File: src/rtl/fifo_uart_tx.sv
// fifo_uart_tx: 8N1 UART transmitter that drains a show-ahead FIFO.
// Pops one byte in IDLE, shifts it out LSB first, and returns to IDLE.
// Optional build macro: PARITY_EN (adds an even-parity bit, 8E1 frame).
`timescale 1ns / 1ps

module fifo_uart_tx #(
    parameter int CLKS_PER_BIT = 868
) (
    input  logic       clk,
    input  logic       rst,
    input  logic       en,
    input  logic       fifo_empty,
    input  logic [7:0] fifo_rdata,
    output logic       fifo_re,
    output logic       tx,
    output logic       tx_busy,
    output logic       tx_done
);

    localparam int BW = (CLKS_PER_BIT > 1) ? $clog2(CLKS_PER_BIT) : 1;
    localparam logic [BW-1:0] BAUD_LAST = BW'(CLKS_PER_BIT - 1);
    // tx_done is registered, so it is set one clock ahead of the last stop clock
    localparam logic [BW-1:0] BAUD_PRE  = BW'(CLKS_PER_BIT - 2);

`ifdef PARITY_EN
    typedef enum logic [2:0] {IDLE, START, DATA, PARITY, STOP} state_t;
`else
    typedef enum logic [2:0] {IDLE, START, DATA, STOP} state_t;
`endif

    state_t        state;
    logic [BW-1:0] baud;
    logic [2:0]    bit_idx;
    logic [7:0]    shift_reg;
    logic          baud_end;

    assign baud_end = (baud == BAUD_LAST);

    // Pop only from IDLE; reset and an empty FIFO both block the strobe
    assign fifo_re = (state == IDLE) && en && !fifo_empty && !rst;

    // Busy is a decode of the registered state, so it carries no input glitches
    assign tx_busy = (state != IDLE);

    // Frame sequencer: state, baud timing, bit index, line driver and done pulse
    always_ff @(posedge clk) begin
        if (rst) begin
            state     <= IDLE;
            baud      <= '0;
            bit_idx   <= '0;
            shift_reg <= '0;
            tx        <= 1'b1;
            tx_done   <= 1'b0;
        end else begin
            tx_done <= 1'b0;
            case (state)
                IDLE: begin
                    baud    <= '0;
                    bit_idx <= '0;
                    tx      <= 1'b1;
                    if (fifo_re) begin
                        shift_reg <= fifo_rdata;
                        state     <= START;
                        tx        <= 1'b0;
                    end
                end

                START: begin
                    if (baud_end) begin
                        baud  <= '0;
                        state <= DATA;
                        tx    <= shift_reg[0];
                    end else begin
                        baud <= baud + BW'(1);
                    end
                end

                DATA: begin
                    if (baud_end) begin
                        baud <= '0;
                        if (bit_idx == 3'd7) begin
                            bit_idx <= '0;
`ifdef PARITY_EN
                            state   <= PARITY;
                            tx      <= ^shift_reg;
`else
                            state   <= STOP;
                            tx      <= 1'b1;
`endif
                        end else begin
                            bit_idx <= bit_idx + 3'd1;
                            tx      <= shift_reg[bit_idx + 3'd1];
                        end
                    end else begin
                        baud <= baud + BW'(1);
                    end
                end

`ifdef PARITY_EN
                PARITY: begin
                    if (baud_end) begin
                        baud  <= '0;
                        state <= STOP;
                        tx    <= 1'b1;
                    end else begin
                        baud <= baud + BW'(1);
                    end
                end
`endif

                STOP: begin
                    tx      <= 1'b1;
                    tx_done <= (baud == BAUD_PRE);
                    if (baud_end) begin
                        baud  <= '0;
                        state <= IDLE;
                    end else begin
                        baud <= baud + BW'(1);
                    end
                end

                default: begin
                    state <= IDLE;
                    baud  <= '0;
                    tx    <= 1'b1;
                end
            endcase
        end
    end

endmodule

File: config.mk
export PLATFORM = sky130hd
export DESIGN_NAME = fifo_uart_tx
export DESIGN_NICKNAME = d
export VERILOG_FILES = /design/src/rtl/fifo_uart_tx.sv
export SDC_FILE = /design/constraint.sdc
export NUM_CORES = 1
export LEC_CHECK = 0
export ABC_AREA = 1
export ABC_CLOCK_PERIOD_IN_PS = 1600
export CAP_MARGIN = 0
export CORE_ASPECT_RATIO = 1.4
export CORE_MARGIN = 3
export CORE_UTILIZATION = 42
export CTS_BUF_LIST = sky130_fd_sc_hd__clkbuf_4 sky130_fd_sc_hd__clkbuf_8
export CTS_CLUSTER_DIAMETER = 40
export CTS_CLUSTER_SIZE = 8
export DETAILED_ROUTE_END_ITERATION = 8
export GPL_TIMING_DRIVEN = 0
export MAX_ROUTING_LAYER = met4
export PLACE_DENSITY = 0.59
export SETUP_SLACK_MARGIN = 0.05
export SLEW_MARGIN = 15
export SYNTH_ARGS = -nofsm -noshare
export SYNTH_HDL_FRONTEND = slang
export SYNTH_SLANG_ARGS = --single-unit
File: constraint.sdc
create_clock -name clk -period 1.6 [get_ports clk]
set_input_delay 0.32 -clock clk [delete_from_list [all_inputs] [get_ports clk]]
set_output_delay 0.32 -clock clk [all_outputs]
set_load 0.05 [all_outputs]
==> metrics, run 1 <==
result of the run=finished with violations; violations in the final reports=negative setup slack; GRT overflow=0; combined area of all synthesized cells=between 1000 and 1500 um2; startpoint of the tightest hold check path=rst; slack of the worst reg-to-reg path=0.11 ns; worst-case clock buffer depth=2; Area Overhead vs Synth=33.3%; worst IR drop on VDD=0.742 mV; final setup violation count=1; final std cells w/o fill=245; Cell variety after synth=26; Worst EP required=1.28 ns; clock tree skew after final layout=0.00307 ns; first-pass GRT wire length=5210 um; Hold Path Stages=2; summed negative setup slack over all endpoints=-0.0555 ns; RePlAce Congestion=between 0.7 and 0.8; GRT Resource Usage Total=18.5%; Post-synth ARST share=0%; Post-synth EDFFs=0; Hold WC Path Type=primary input to register; #FFs+latches synth=25; number of pins with negative max-slew slack in the final report=0; largest driver fanout on the critical path=2; worst r2r dst=state[1]; Initial DRC Count=41; slowest cell on the critical path=sky130_fd_sc_hd__clkdlybuf4s50_1; Filler Cell Count=around 270; Yosys warning count=0; fin crit period=around 1.7 ns; Clock Pin Slew Worst Setup and Hold Paths=about 0.09 ns; most instantiated library cell after synthesis=sky130_fd_sc_hd__nand2_1; mean instance size in the synthesized netlist=7.42 um2; pre-CTS setup slack=-0.938 ns; area of the die=about 3900 um2; setup repair after global routing missed its margin=true; depth of the CTS H-tree=1; synth cell count leaders=48 x sky130_fd_sc_hd__nand2_1, 25 x sky130_fd_sc_hd__dfxtp_1, 18 x sky130_fd_sc_hd__inv_1, 17 x sky130_fd_sc_hd__nor2_1, 15 x sky130_fd_sc_hd__nand3_1; Pre-Repair DR Iteration Count=4; max-cap violations=0; placed wire-length estimate=2230 um; max reg flops=10; reg2reg path depth=9; Residual DRC=0; Arr. time, crit path=1.34 ns; post-detailed-route count of antenna-violating nets=0; total routed wirelength=3150 um; diode insertion count for antenna repair=0; cell at the root of the clock tree=sky130_fd_sc_hd__clkbuf_8; clock tree from TritonCTS=built; fin crit share=103%; via count of the first global-routing pass=1280; number of CTS-inserted buffers=3; post-placement cell area=1520 um2; core area=2940 um2; max incr delay on CP=0.51 ns; hold buffers post-CTS=0; count of pins on the block boundary=16; slew of the pin with the lowest slew margin=0.489 ns; net count after synthesis=199; crit path setup slack, layout=-0.0555 ns; cells after synthesis=178; floorplan row count=23; total placed cells including tap cells=230; cell area after layout=1760 um2; critical path endpoint category=primary output; leakage power total=0.000698 uW; element type at the critical path start=primary input; overall via count from detail_route=1259; WHS=about 0.33 ns; largest cells by area after synthesis=sky130_fd_sc_hd__dfxtp_1 38%, sky130_fd_sc_hd__nand2_1 14%, sky130_fd_sc_hd__ha_1 8.5%, sky130_fd_sc_hd__nand3_1 5.7%, sky130_fd_sc_hd__inv_1 5.1%; initial antenna violation count=0; Power Density=1460 nW/um2; final hold vios=0; Clk Latency, worst-skew pair=between 0.2 and 0.3 ns; starting density of the core=45.0%; Routed WL per cell=12.9 um; startpoint of the most critical register-to-register path=state[0]; worst hold endpoint=bit_idx[2]; Synth Flop Type=sky130_fd_sc_hd__dfxtp_1; net count of the finished layout=230; layout cells sized above 1=25.0%; die boundary height=72.4 um; post-synth top area share=37.9%; routed vias/inst=just over 5; sequential cell area fraction in the yosys report=37.9%; horizontal die dimension=53.4 um; cell taking the most area after synthesis=sky130_fd_sc_hd__dfxtp_1; type of the worst setup path=primary input to primary output; Highest Clock Rate=0.604 GHz; port buffer count=15; cells along the critical path=clkdlybuf4s50_1 -> nand2_4 -> nor3_4 -> buf_6 -> buf_8; Clock Sink Count=25; max-slew headroom at the worst pin=67.5%; largest net degree at the start of global routing=16
-- worst max-delay path: cells and delay by family --
| kind | cells | cell delay (ns) |
|---|---|---|
| and+or+nand+nor | 2 | 0.23 |
| buffers and inverters | 3 | 0.78 |
-- how the worst max path moves through the flow --
stage / startpoint / endpoint / slack (ns) / depth (start not counted)
2_1_floorplan: state[0] / fifo_re / 0.02 / 5
3_3_place_gp: rst / fifo_re / -0.95 / 4
3_5_place_dp: rst / fifo_re / -0.94 / 4
4_1_cts: state[1] / fifo_re / -0.15 / 6
5_1_grt: state[0] / fifo_re / -0.10 / 6
6_report: en / fifo_re / -0.06 / 5
-- cell usage in the layout (no fill, tap or decap), types with 5 or more instances in the layout --
cell / netlist / final
sky130_fd_sc_hd__a21oi_1: 6 / 6
sky130_fd_sc_hd__buf_4: 0 / 11
sky130_fd_sc_hd__clkdlybuf4s50_1: 0 / 10
sky130_fd_sc_hd__dfxtp_1: 25 / 21
sky130_fd_sc_hd__ha_1: 9 / 6
sky130_fd_sc_hd__inv_1: 18 / 15
sky130_fd_sc_hd__nand2_1: 48 / 47
sky130_fd_sc_hd__nand3_1: 15 / 13
sky130_fd_sc_hd__nand3_2: 3 / 5
sky130_fd_sc_hd__nor2_1: 17 / 14
sky130_fd_sc_hd__o21ai_0: 8 / 8
-- area by class of cell --
| type | instances | area, um2 | area share, % |
|---|---|---|---|
| Tap cell | 37 | 46.3 | 2.63 |
| Clock buffer | 3 | 41.3 | 2.34 |
| Sequential cell | 25 | 510 | 29.0 |
| Buffer | 2 | 16.3 | 0.923 |
| Inverter | 19 | 80.1 | 4.55 |
| Multi-Input combinational cell | 132 | 817 | 46.4 |
| Timing Repair Buffer | 26 | 243 | 13.8 |
| Clock inverter | 1 | 7.51 | 0.426 |
-- cell families after synthesis --
family / Yosys count / synth area share (%)
DFF: 25 / 37.9
and+or+nand+nor: 105 / 39.8
adders and majority gates: 9 / 8.52
buffers and inverters: 21 / 6.15
AOI/OAI and AO/OA: 18 / 7.67
-- layer usage --
| metal | global-route usage, % | vias to the layer above | wire, um |
|---|---|---|---|
| met5 | - | - | 0 |
| met4 | 11.6 | 0 | 88 |
| met3 | 2.67 | 10 | 79 |
| met2 | 33.2 | 24 | 1780 |
| met1 | 17.6 | 590 | 1210 |
| li1 | - | 635 | - |
-- power breakdown --
group	internal [uW]	switching, uW	total (uW)	leakage, uW
clock	176	202	378	0.0000217
sequential	728	90.0	818	0.000205
combinational	615	766	1380	0.000471
-- metrics by stage --
stage	power [uW]	util, %
after floorplan	1530	-
after global placement	1750	51.9
after detailed placement	1780	51.9
after CTS	2400	58.0
after global routing	2780	60.0
final	2580	60.0
-- timing repair --
item / in CTS / in global routing
endpoints found under the setup margin: 15 / 13
buffers inserted: 8 / 5
cloned: 0 / 0
resized for setup: 36 / 13
pin swaps: 6 / 6
Note: power is estimated with default switching activity, not from simulation.
==> inputs of run 2 (changes only) <==
- CTS_CLUSTER_SIZE: 8 -> 12
==> results of run 2 <==
Final layout, timing and power as in run 1 (identical DEF).
